==> src/rtl/score_packer.sv <==
// Serial-to-parallel score packer: saturates incoming accumulator scores,
// assembles a frame in a shadow buffer and publishes it as one packed bus.
module score_packer #(
    parameter int DATA_WIDTH  = 29,
    parameter int NUM_CLASS   = 10,
    parameter int IN_WIDTH    = 32,
    parameter int HOLD_CYCLES = 2
) (
    input  logic                            clk,
    input  logic                            rst_n,
    input  logic [IN_WIDTH-1:0]             score_in,
    input  logic                            score_valid,
    input  logic                            frame_start,
    output logic                            in_ready,
    output logic [DATA_WIDTH*NUM_CLASS-1:0] layer_out,
    output logic                            valid,
    output logic                            frame_err
);

    localparam int IDX_W = (NUM_CLASS > 1) ? $clog2(NUM_CLASS) : 1;
    localparam int CNT_W = (HOLD_CYCLES > 0) ? $clog2(HOLD_CYCLES + 1) : 1;
    localparam int UP_W  = IN_WIDTH - DATA_WIDTH + 1;

    localparam logic [IDX_W-1:0] LAST_IDX  = IDX_W'(NUM_CLASS - 1);
    localparam logic [IDX_W-1:0] FIRST_NXT = IDX_W'(1);
    localparam logic [CNT_W-1:0] HOLD_INIT = CNT_W'(HOLD_CYCLES);

    typedef enum logic [1:0] {
        IDLE,
        COLLECT,
        HOLD
    } state_t;

    state_t                  state;
    logic [IDX_W-1:0]        idx;
    logic [CNT_W-1:0]        hold_cnt;
    logic [DATA_WIDTH-1:0]   shadow [NUM_CLASS];
    logic [UP_W-1:0]         upper;
    logic [DATA_WIDTH-1:0]   sat_score;
    logic [DATA_WIDTH*NUM_CLASS-1:0] final_bus;
    logic                    accept;

    assign accept = score_valid & in_ready;
    assign upper  = score_in[IN_WIDTH-1 -: UP_W];

    // The score fits when every bit above the target sign bit equals it.
    always_comb begin
        if (&upper || ~|upper)
            sat_score = score_in[DATA_WIDTH-1:0];
        else if (upper[UP_W-1])
            sat_score = {1'b1, {(DATA_WIDTH-1){1'b0}}};
        else
            sat_score = {1'b0, {(DATA_WIDTH-1){1'b1}}};
    end

    // Completed frame: stored slots plus the final score still in flight.
    always_comb begin
        final_bus = '0;
        for (int unsigned i = 0; i < NUM_CLASS - 1; i++)
            final_bus[i*DATA_WIDTH +: DATA_WIDTH] = shadow[i];
        final_bus[(NUM_CLASS-1)*DATA_WIDTH +: DATA_WIDTH] = sat_score;
    end

    always_ff @(posedge clk) begin
        if (!rst_n) begin
            state     <= IDLE;
            idx       <= '0;
            hold_cnt  <= '0;
            in_ready  <= 1'b1;
            layer_out <= '0;
            valid     <= 1'b0;
            frame_err <= 1'b0;
            for (int unsigned i = 0; i < NUM_CLASS; i++)
                shadow[i] <= '0;
        end else begin
            valid     <= 1'b0;
            frame_err <= 1'b0;
            case (state)
                IDLE: begin
                    if (accept) begin
                        if (frame_start) begin
                            shadow[0] <= sat_score;
                            idx       <= FIRST_NXT;
                            state     <= COLLECT;
                        end else begin
                            frame_err <= 1'b1;
                        end
                    end
                end
                COLLECT: begin
                    if (accept) begin
                        if (frame_start) begin
                            frame_err <= 1'b1;
                            shadow[0] <= sat_score;
                            idx       <= FIRST_NXT;
                        end else if (idx == LAST_IDX) begin
                            shadow[idx] <= sat_score;
                            layer_out   <= final_bus;
                            valid       <= 1'b1;
                            in_ready    <= 1'b0;
                            hold_cnt    <= HOLD_INIT;
                            idx         <= '0;
                            state       <= HOLD;
                        end else begin
                            shadow[idx] <= sat_score;
                            idx         <= idx + 1'b1;
                        end
                    end
                end
                HOLD: begin
                    if (hold_cnt == '0) begin
                        in_ready <= 1'b1;
                        state    <= IDLE;
                    end else begin
                        hold_cnt <= hold_cnt - 1'b1;
                    end
                end
                default: begin
                    in_ready <= 1'b1;
                    state    <= IDLE;
                end
            endcase
        end
    end

endmodule

==> config.mk <==
export PLATFORM = sky130hd
export DESIGN_NAME = score_packer
export DESIGN_NICKNAME = d
export VERILOG_FILES = /design/src/rtl/score_packer.sv
export SDC_FILE = /design/constraint.sdc
export NUM_CORES = 1
export LEC_CHECK = 0
export CORE_MARGIN = 5
export CORE_UTILIZATION = 54
export DETAILED_ROUTE_END_ITERATION = 10
export PLACE_DENSITY_LB_ADDON = 0.3
export SETUP_SLACK_MARGIN = 0.5
export SLEW_MARGIN = 20
export SYNTH_ARGS = -nofsm -noshare
export SYNTH_HDL_FRONTEND = slang
export SYNTH_SLANG_ARGS = --single-unit
==> constraint.sdc <==
create_clock -name clk -period 6.5 [get_ports clk]
set_input_delay 1.95 -clock clk [delete_from_list [all_inputs] [get_ports clk]]
set_output_delay 1.95 -clock clk [all_outputs]
set_load 0.01 [all_outputs]
==> impl_metrics.py, run 1 <==
metrics = {
    "outcome": {
        "status": "complete, no violations",
    },
    "global_routing": {
        "grt_overflow_total": 0,
        "grt_pass1_wl_um": 111000,
        "grt_pass1_vias": 18000,
        "antenna_found_initial": 2,
        "grtUsageTotal_pct": 30.2,
        "grt_max_degree": 264,
    },
    "floorplanning": {
        "core_area_mm2": 0.0419,
        "io_pins": 329,
        "die_h_um": 215,
        "dieWidth_um": 215,
        "die-area_mm2": 0.0464,
        "initial_core_util_pct": 54.4,
        "rows": 75,
    },
    "synthesis": {
        "ys_seq_elements": 562,
        "synth_flop_cell": "dfxtp_1",
        "seq_area_frac_synth_pct": 60.9,
        "synth-edff-count": 261,
        "syn_avg_cell_area_um2": 10.9,
        "ys_warn_count": 0,
        "synthesis.area_mm2": 0.0228,
        "syn_nets": 2119,
        "async_flop_share_pct": 0,
        "netlist_instances": 2080,
        "yosysUniqueCellTypes": 41,
    },
    "power": {
        "power.internal_w": 0.00581,
        "combPwrFrac_pct": 5.1,
        "p_clk_share_pct": 44.7,
        "p_leak_nw": 8.37,
        "ir_drop_v": 0.000215,
        "seq_power_share_pct": 50.1,
        "p_sw_share_pct": 22.9,
        "switching_power_w": 0.00172,
        "p_per_area_mw_per_mm2": 269,
    },
    "timing": {
        "maxSlewViolCount": 0,
        "period_needed_ns": 4.40,
        "slew_headroom_pct": 14.6,
        "fin_crit_sh_pct": 67.7,
        "clock_skew_ns": 0.0109,
        "tightest_slew_ns": 1.28,
        "setup_viol": 0,
        "rsz0062_at_grt": "no",
        "max_freq_mhz": 227,
        "timing.setup.tns_ns": 0,
        "hold_viol": 0,
    },
    "drt": {
        "drt_iter0_drc": 2934,
        "drt_first_pass_iters": 6,
        "viasPerCell": 6.94,
        "antenna_left": 0,
        "drt-total-wl_um": 74500,
        "wl_per_cell_um": 26.7,
        "vias": 19400,
        "route.detailed.drc": 0,
    },
    "clocking": {
        "clk_latency_ns": 0.60,
        "cts_setup_buffers": 0,
        "clk_pin_slew_ns": 0.06,
        "cts_resized": 0,
        "cts_tree": "built",
        "cts-root-buf": "clkbuf_16",
        "cts_hold_buf": 0,
        "cts.sinks": 562,
        "cts_made_buffers": 55,
        "htree_levels": 2,
        "cts_buffer_depth": 3,
    },
    "worst_setup_path": {
        "path_class": "in -> reg",
        "critPathLaunchType": "input pin",
        "path_max_fanout": 46,
        "reg2reg_from": "idx[1]$_SDFFE_PN0P_",
        "end_kind": "flop",
        "r2r_slack_ns": 3.32,
        "endpoint": "shadow[6][21]$_SDFFCE_PN0P_",
        "reg2regPathDepth": 7,
        "worstPathArrival_ns": 4.62,
        "cp-startpoint": "frame_start",
        "required_ns": 6.72,
        "rr_endpoint": "layer_out[81]$_SDFFE_PN0P_",
    },
    "finish": {
        "drive_gt1_share_pct": 8.16,
        "fillers": 3149,
        "fin_cells": 2794,
        "nets": 2246,
        "multiInputGateArea_mm2": 0.00782,
        "seq_area_mm2": 0.0139,
        "area_delta_synth_final_pct": 23.0,
    },
    "place": {
        "placedCellCount": 2688,
        "io_buffers": 328,
        "dp_hpwl_um": 41800,
        "gp_routability_congestion": 0.834,
    },
    "job": {
        "drv_cap": 0,
    },
    "hold_path": {
        "hold_path_class": "reg -> reg",
    },
}
## cells by family after synthesis
logic type               count (synthesis)  synth area share [%]
AND/OR/NAND/NOR                        573                  15.0
buffers and inverters                  306                  5.41
AO/OA/AOI/OAI                          636                  18.5
flip-flops                             562                  60.9
adder cells (fa/ha/maj)                  3                 0.165
## power by group through the flow
stage / clock (W) / combinational, W / sequential (W)
after floorplan: 0 / 0.000220 / 0.00384
after global placement: 0 / 0.000363 / 0.00385
after detailed placement: 0 / 0.000368 / 0.00385
after CTS: 0.00339 / 0.000369 / 0.00378
after global routing: 0.00355 / 0.000397 / 0.00378
final: 0.00337 / 0.000387 / 0.00378
## layout make-up
cell class                      instances  area share (%)
Inverter                                7           0.139
Sequential cell                       562            49.5
Clock inverter                         28            1.16
Multi-Input combinational cell       1212            27.9
Antenna cell                            1         0.00894
Timing Repair Buffer                  369            13.1
Tap cell                              539            2.41
Clock buffer                           76            5.72
## per-stage QoR
stage | hold WS (ns) | setup slack (ns) | cell area [um2] | total power [W] | utilization [%]
floorplan | 0.435 | 1.32 | 22800 | 0.00406 | -
global placement | 0.448 | 1.60 | 26000 | 0.00421 | 62.1
detailed placement | 0.460 | 1.49 | 26000 | 0.00422 | 62.1
CTS | 0.469 | 2.11 | 27900 | 0.00753 | 66.7
global route | 0.486 | 1.91 | 28000 | 0.00773 | 66.9
finish | 0.468 | 2.10 | 28000 | 0.00753 | 66.9
## synth_stat cells (all sizes together), types with 3 or more instances
| master | n | area share [%] |
|---|---|---|
| and3b | 3 | 0.12 |
| nor3 | 171 | 3.8 |
| buf | 71 | 1.5 |
| ha | 3 | 0.16 |
| a21boi | 29 | 0.96 |
| o221a | 29 | 1.4 |
| nor3b | 5 | 0.21 |
| a21oi | 293 | 6.8 |
| clkbuf | 228 | 3.8 |
| nand3 | 7 | 0.15 |
| o31ai | 265 | 8.7 |
| dfxtp | 301 | 26 |
| nand4 | 269 | 7.4 |
| edfxtp | 261 | 34 |
| nor4 | 86 | 2.7 |
| nor2 | 11 | 0.18 |
| inv | 6 | 0.099 |
| nand2 | 11 | 0.18 |
| o21ai | 9 | 0.20 |
## per-layer routing
metal | track usage, % | vias up | routed length [um]
met3 | 8.16 | 187 | 8610
met2 | 45.9 | 1299 | 34400
met5 | 0 | - | 20
li1 | - | 8491 | -
met1 | 41.4 | 9409 | 28300
met4 | 12.1 | 2 | 3140
## worst max-delay path: stages
cell             delay [ns]
clkdlybuf4s50_1        0.72
nor2b_4                0.29
buf_4                  0.44
nand4_1                0.18
buf_4                  0.28
o21ai_4                0.74
## how the worst min path moves through the flow
stage | from | to | slack, ns | depth (start not counted)
6_report | layer_out[164]$_SDFFE_PN0P_ | layer_out[164]$_SDFFE_PN0P_ | 0.47 | 2
5_1_grt | layer_out[91]$_SDFFE_PN0P_ | layer_out[91]$_SDFFE_PN0P_ | 0.49 | 2
4_1_cts | layer_out[33]$_SDFFE_PN0P_ | layer_out[33]$_SDFFE_PN0P_ | 0.47 | 2
3_5_place_dp | layer_out[207]$_SDFFE_PN0P_ | layer_out[207]$_SDFFE_PN0P_ | 0.46 | 2
3_3_place_gp | hold_cnt[0]$_SDFFE_PN0P_ | hold_cnt[0]$_SDFFE_PN0P_ | 0.45 | 2
2_1_floorplan | hold_cnt[0]$_SDFFE_PN0P_ | hold_cnt[0]$_SDFFE_PN0P_ | 0.44 | 2
## cells in the final DEF (no fill, tap or decap), drive strengths merged, types with 2 or more instances in the layout
master,n
buf,42
nor2,11
clkinv,20
o221a,29
o31ai,265
nor4,86
a21boi,29
nor3,171
dfxtp,301
nand3,7
o2111ai,2
edfxtp,261
nand2,11
nor3b,5
o21ai,9
clkinvlp,2
nand3b,2
clkdlybuf4s50,327
inv,6
a21oi,293
or3,2
and3b,3
nand4,269
nand2b,2
a211oi,2
bufinv,7
a2111o,2
ha,3
clkbuf,76
## sequential cells by signal, summed over array words and instances (netlist names)
register,flops
hold_cnt,2
idx,4
valid,1
state,2
layer_out,290
in_ready,1
frame_err,1
shadow,261
Note: power is estimated with default switching activity, not from simulation.
==> inputs of run 2 (changes only) <==
==> constraint.sdc (replaced) <==
create_clock -name clk -period 4.5 [get_ports clk]
set_input_delay 1.35 -clock clk [delete_from_list [all_inputs] [get_ports clk]]
set_output_delay 1.35 -clock clk [all_outputs]
set_load 0.01 [all_outputs]
==> impl_metrics.py, run 2 (synthesized netlist as in run 1, its figures left out) <==
metrics = {
    "worst_setup_path": {
        "path_max_fanout": 28,
        "end_kind": "flop",
        "path_class": "in -> reg",
        "required_ns": 4.98,
        "worstPathArrival_ns": 3.88,
        "critPathLaunchType": "input pin",
    },
    "timing": {
        "max_freq_mhz": 294,
        "rsz0062_at_grt": "no",
        "tightest_slew_ns": 1.07,
        "maxSlewViolCount": 0,
        "slew_headroom_pct": 28.1,
        "fin_crit_sh_pct": 75.7,
        "period_needed_ns": 3.40,
        "clock_skew_ns": 0.0192,
        "timing.setup.tns_ns": 0,
        "setup_viol": 0,
        "worst_hold_slack_ns": 0.467,
        "hold_viol": 0,
    },
    "drt": {
        "wl_met2_um": 34300,
        "wl_per_cell_um": 26.9,
        "vias": 19600,
        "topRoutingLayerUsed": "met4",
        "route.detailed.drc": 0,
        "drt_first_pass_iters": 6,
        "drt_iter0_drc": 2812,
        "dr_wl_met3_um": 8770,
        "drt-met1-wl_um": 29400,
        "drt-total-wl_um": 76200,
        "viasPerCell": 6.91,
        "antenna_left": 0,
    },
    "clocking": {
        "cts_buffer_depth": 3,
        "cts_made_buffers": 55,
        "cts_resized": 0,
        "clk_latency_ns": 0.60,
        "clk_pin_slew_ns": 0.06,
        "cts_tree": "built",
        "htree_levels": 2,
        "cts-root-buf": "clkbuf_16",
        "cts_setup_buffers": 0,
        "cts.sinks": 562,
        "cts_hold_buf": 0,
    },
    "power": {
        "total_power_w": 0.0107,
        "p_per_area_mw_per_mm2": 378,
        "p_leak_nw": 8.55,
        "ir_drop_v": 0.000268,
    },
    "place": {
        "gp_routability_congestion": 0.837,
        "dp_hpwl_um": 43700,
        "io_buffers": 328,
        "dpl_cell_area_mm2": 0.0264,
    },
    "finish": {
        "regMostFlops": "layer_out",
        "largest_reg_flops": 290,
        "most-common-layout-cells": "327 x clkdlybuf4s50_1, 301 x dfxtp_1, 269 x nand4_1, 265 x o31ai_1, 265 x a21oi_1",
        "diodes": 0,
        "top_regs": "layer_out x290, shadow x261, idx x4",
        "nets": 2286,
        "final_common_cell": "clkdlybuf4s50_1",
        "area_delta_synth_final_pct": 24.0,
        "drive_gt1_share_pct": 9.77,
        "post-route-cell-area_mm2": 0.0282,
    },
    "global_routing": {
        "grt_max_degree": 212,
        "grt_overflow_total": 0,
        "grt_pass1_wl_um": 114000,
        "grt_pass1_vias": 18700,
        "grtUsageTotal_pct": 31.0,
        "antenna_found_initial": 0,
    },
    "floorplanning": {
        "core_area_mm2": 0.0419,
        "rows": 75,
        "io_pins": 329,
        "initial_core_util_pct": 54.4,
        "die_h_um": 215,
        "dieWidth_um": 215,
        "die-area_mm2": 0.0464,
    },
    "job": {
        "drv_cap": 0,
    },
    "hold_path": {
        "hold_path_class": "reg -> reg",
    },
    "outcome": {
        "status": "complete, no violations",
    },
}
## run 2: changes by cell type in the layout (fill, tap and decap cells not counted), moves of 2 or more
cell	before	now
a21oi_2	23	28
a21oi_4	5	0
buf_12	5	15
buf_4	33	66
buf_6	2	0
bufinv_16	7	4
clkbuf_1	11	13
clkbuf_16	59	57
clkinv_1	10	8
clkinv_2	8	15
## run 2: per-stage QoR
step / utilization (%) / std cells / setup slack (ns)
after floorplan: - / 2080 / -0.0758
after global placement: 63.1 / 2729 / 0.613
after detailed placement: 63.1 / 2729 / 0.520
after CTS: 67.4 / 2832 / 1.13
after global routing: 67.4 / 2832 / 0.998
final: 67.4 / 2832 / 1.10
## run 2: layout make-up
type | instances | area [um2]
Tap cell | 539 | 674
Multi-Input combinational cell | 1212 | 7780
Sequential cell | 562 | 13900
Clock buffer | 77 | 1570
Inverter | 7 | 38.8
Fill cell | 3126 | 13600
Timing Repair Buffer | 409 | 4070
Clock inverter | 26 | 225
## run 2: worst max-delay path: stages
cell and delay, ns:
clkdlybuf4s50_1 0.43, or3_1 0.77, a2111o_1 0.92, o221a_1 0.39
## run 2: where the power goes
| group | switching (W) | internal (W) | leakage, nW |
|---|---|---|---|
| Clock | 0.00197 | 0.00266 | 0.893 |
| Combinational | 0.000486 | 0.000114 | 2.54 |
| Sequential | 0.0000366 | 0.00542 | 5.12 |
## run 2: metal layers
layer | track usage, % | vias up
li1 | - | 8544
met5 | 0 | -
met3 | 7.04 | 186
met4 | 14.1 | 0
met2 | 46.8 | 1253
met1 | 43.2 | 9579
## run 2: final timing paths
kind	from	end	slack, ns	cells past startpoint
setup reg to reg	idx[2]$_SDFFE_PN0P_	shadow[8][12]$_SDFFCE_PN0P_	1.59	4
setup / recovery	score_in[29]	layer_out[269]$_SDFFE_PN0P_	1.10	4
hold reg to reg	layer_out[193]$_SDFFE_PN0P_	layer_out[193]$_SDFFE_PN0P_	0.47	2
hold / removal	layer_out[193]$_SDFFE_PN0P_	layer_out[193]$_SDFFE_PN0P_	0.47	2
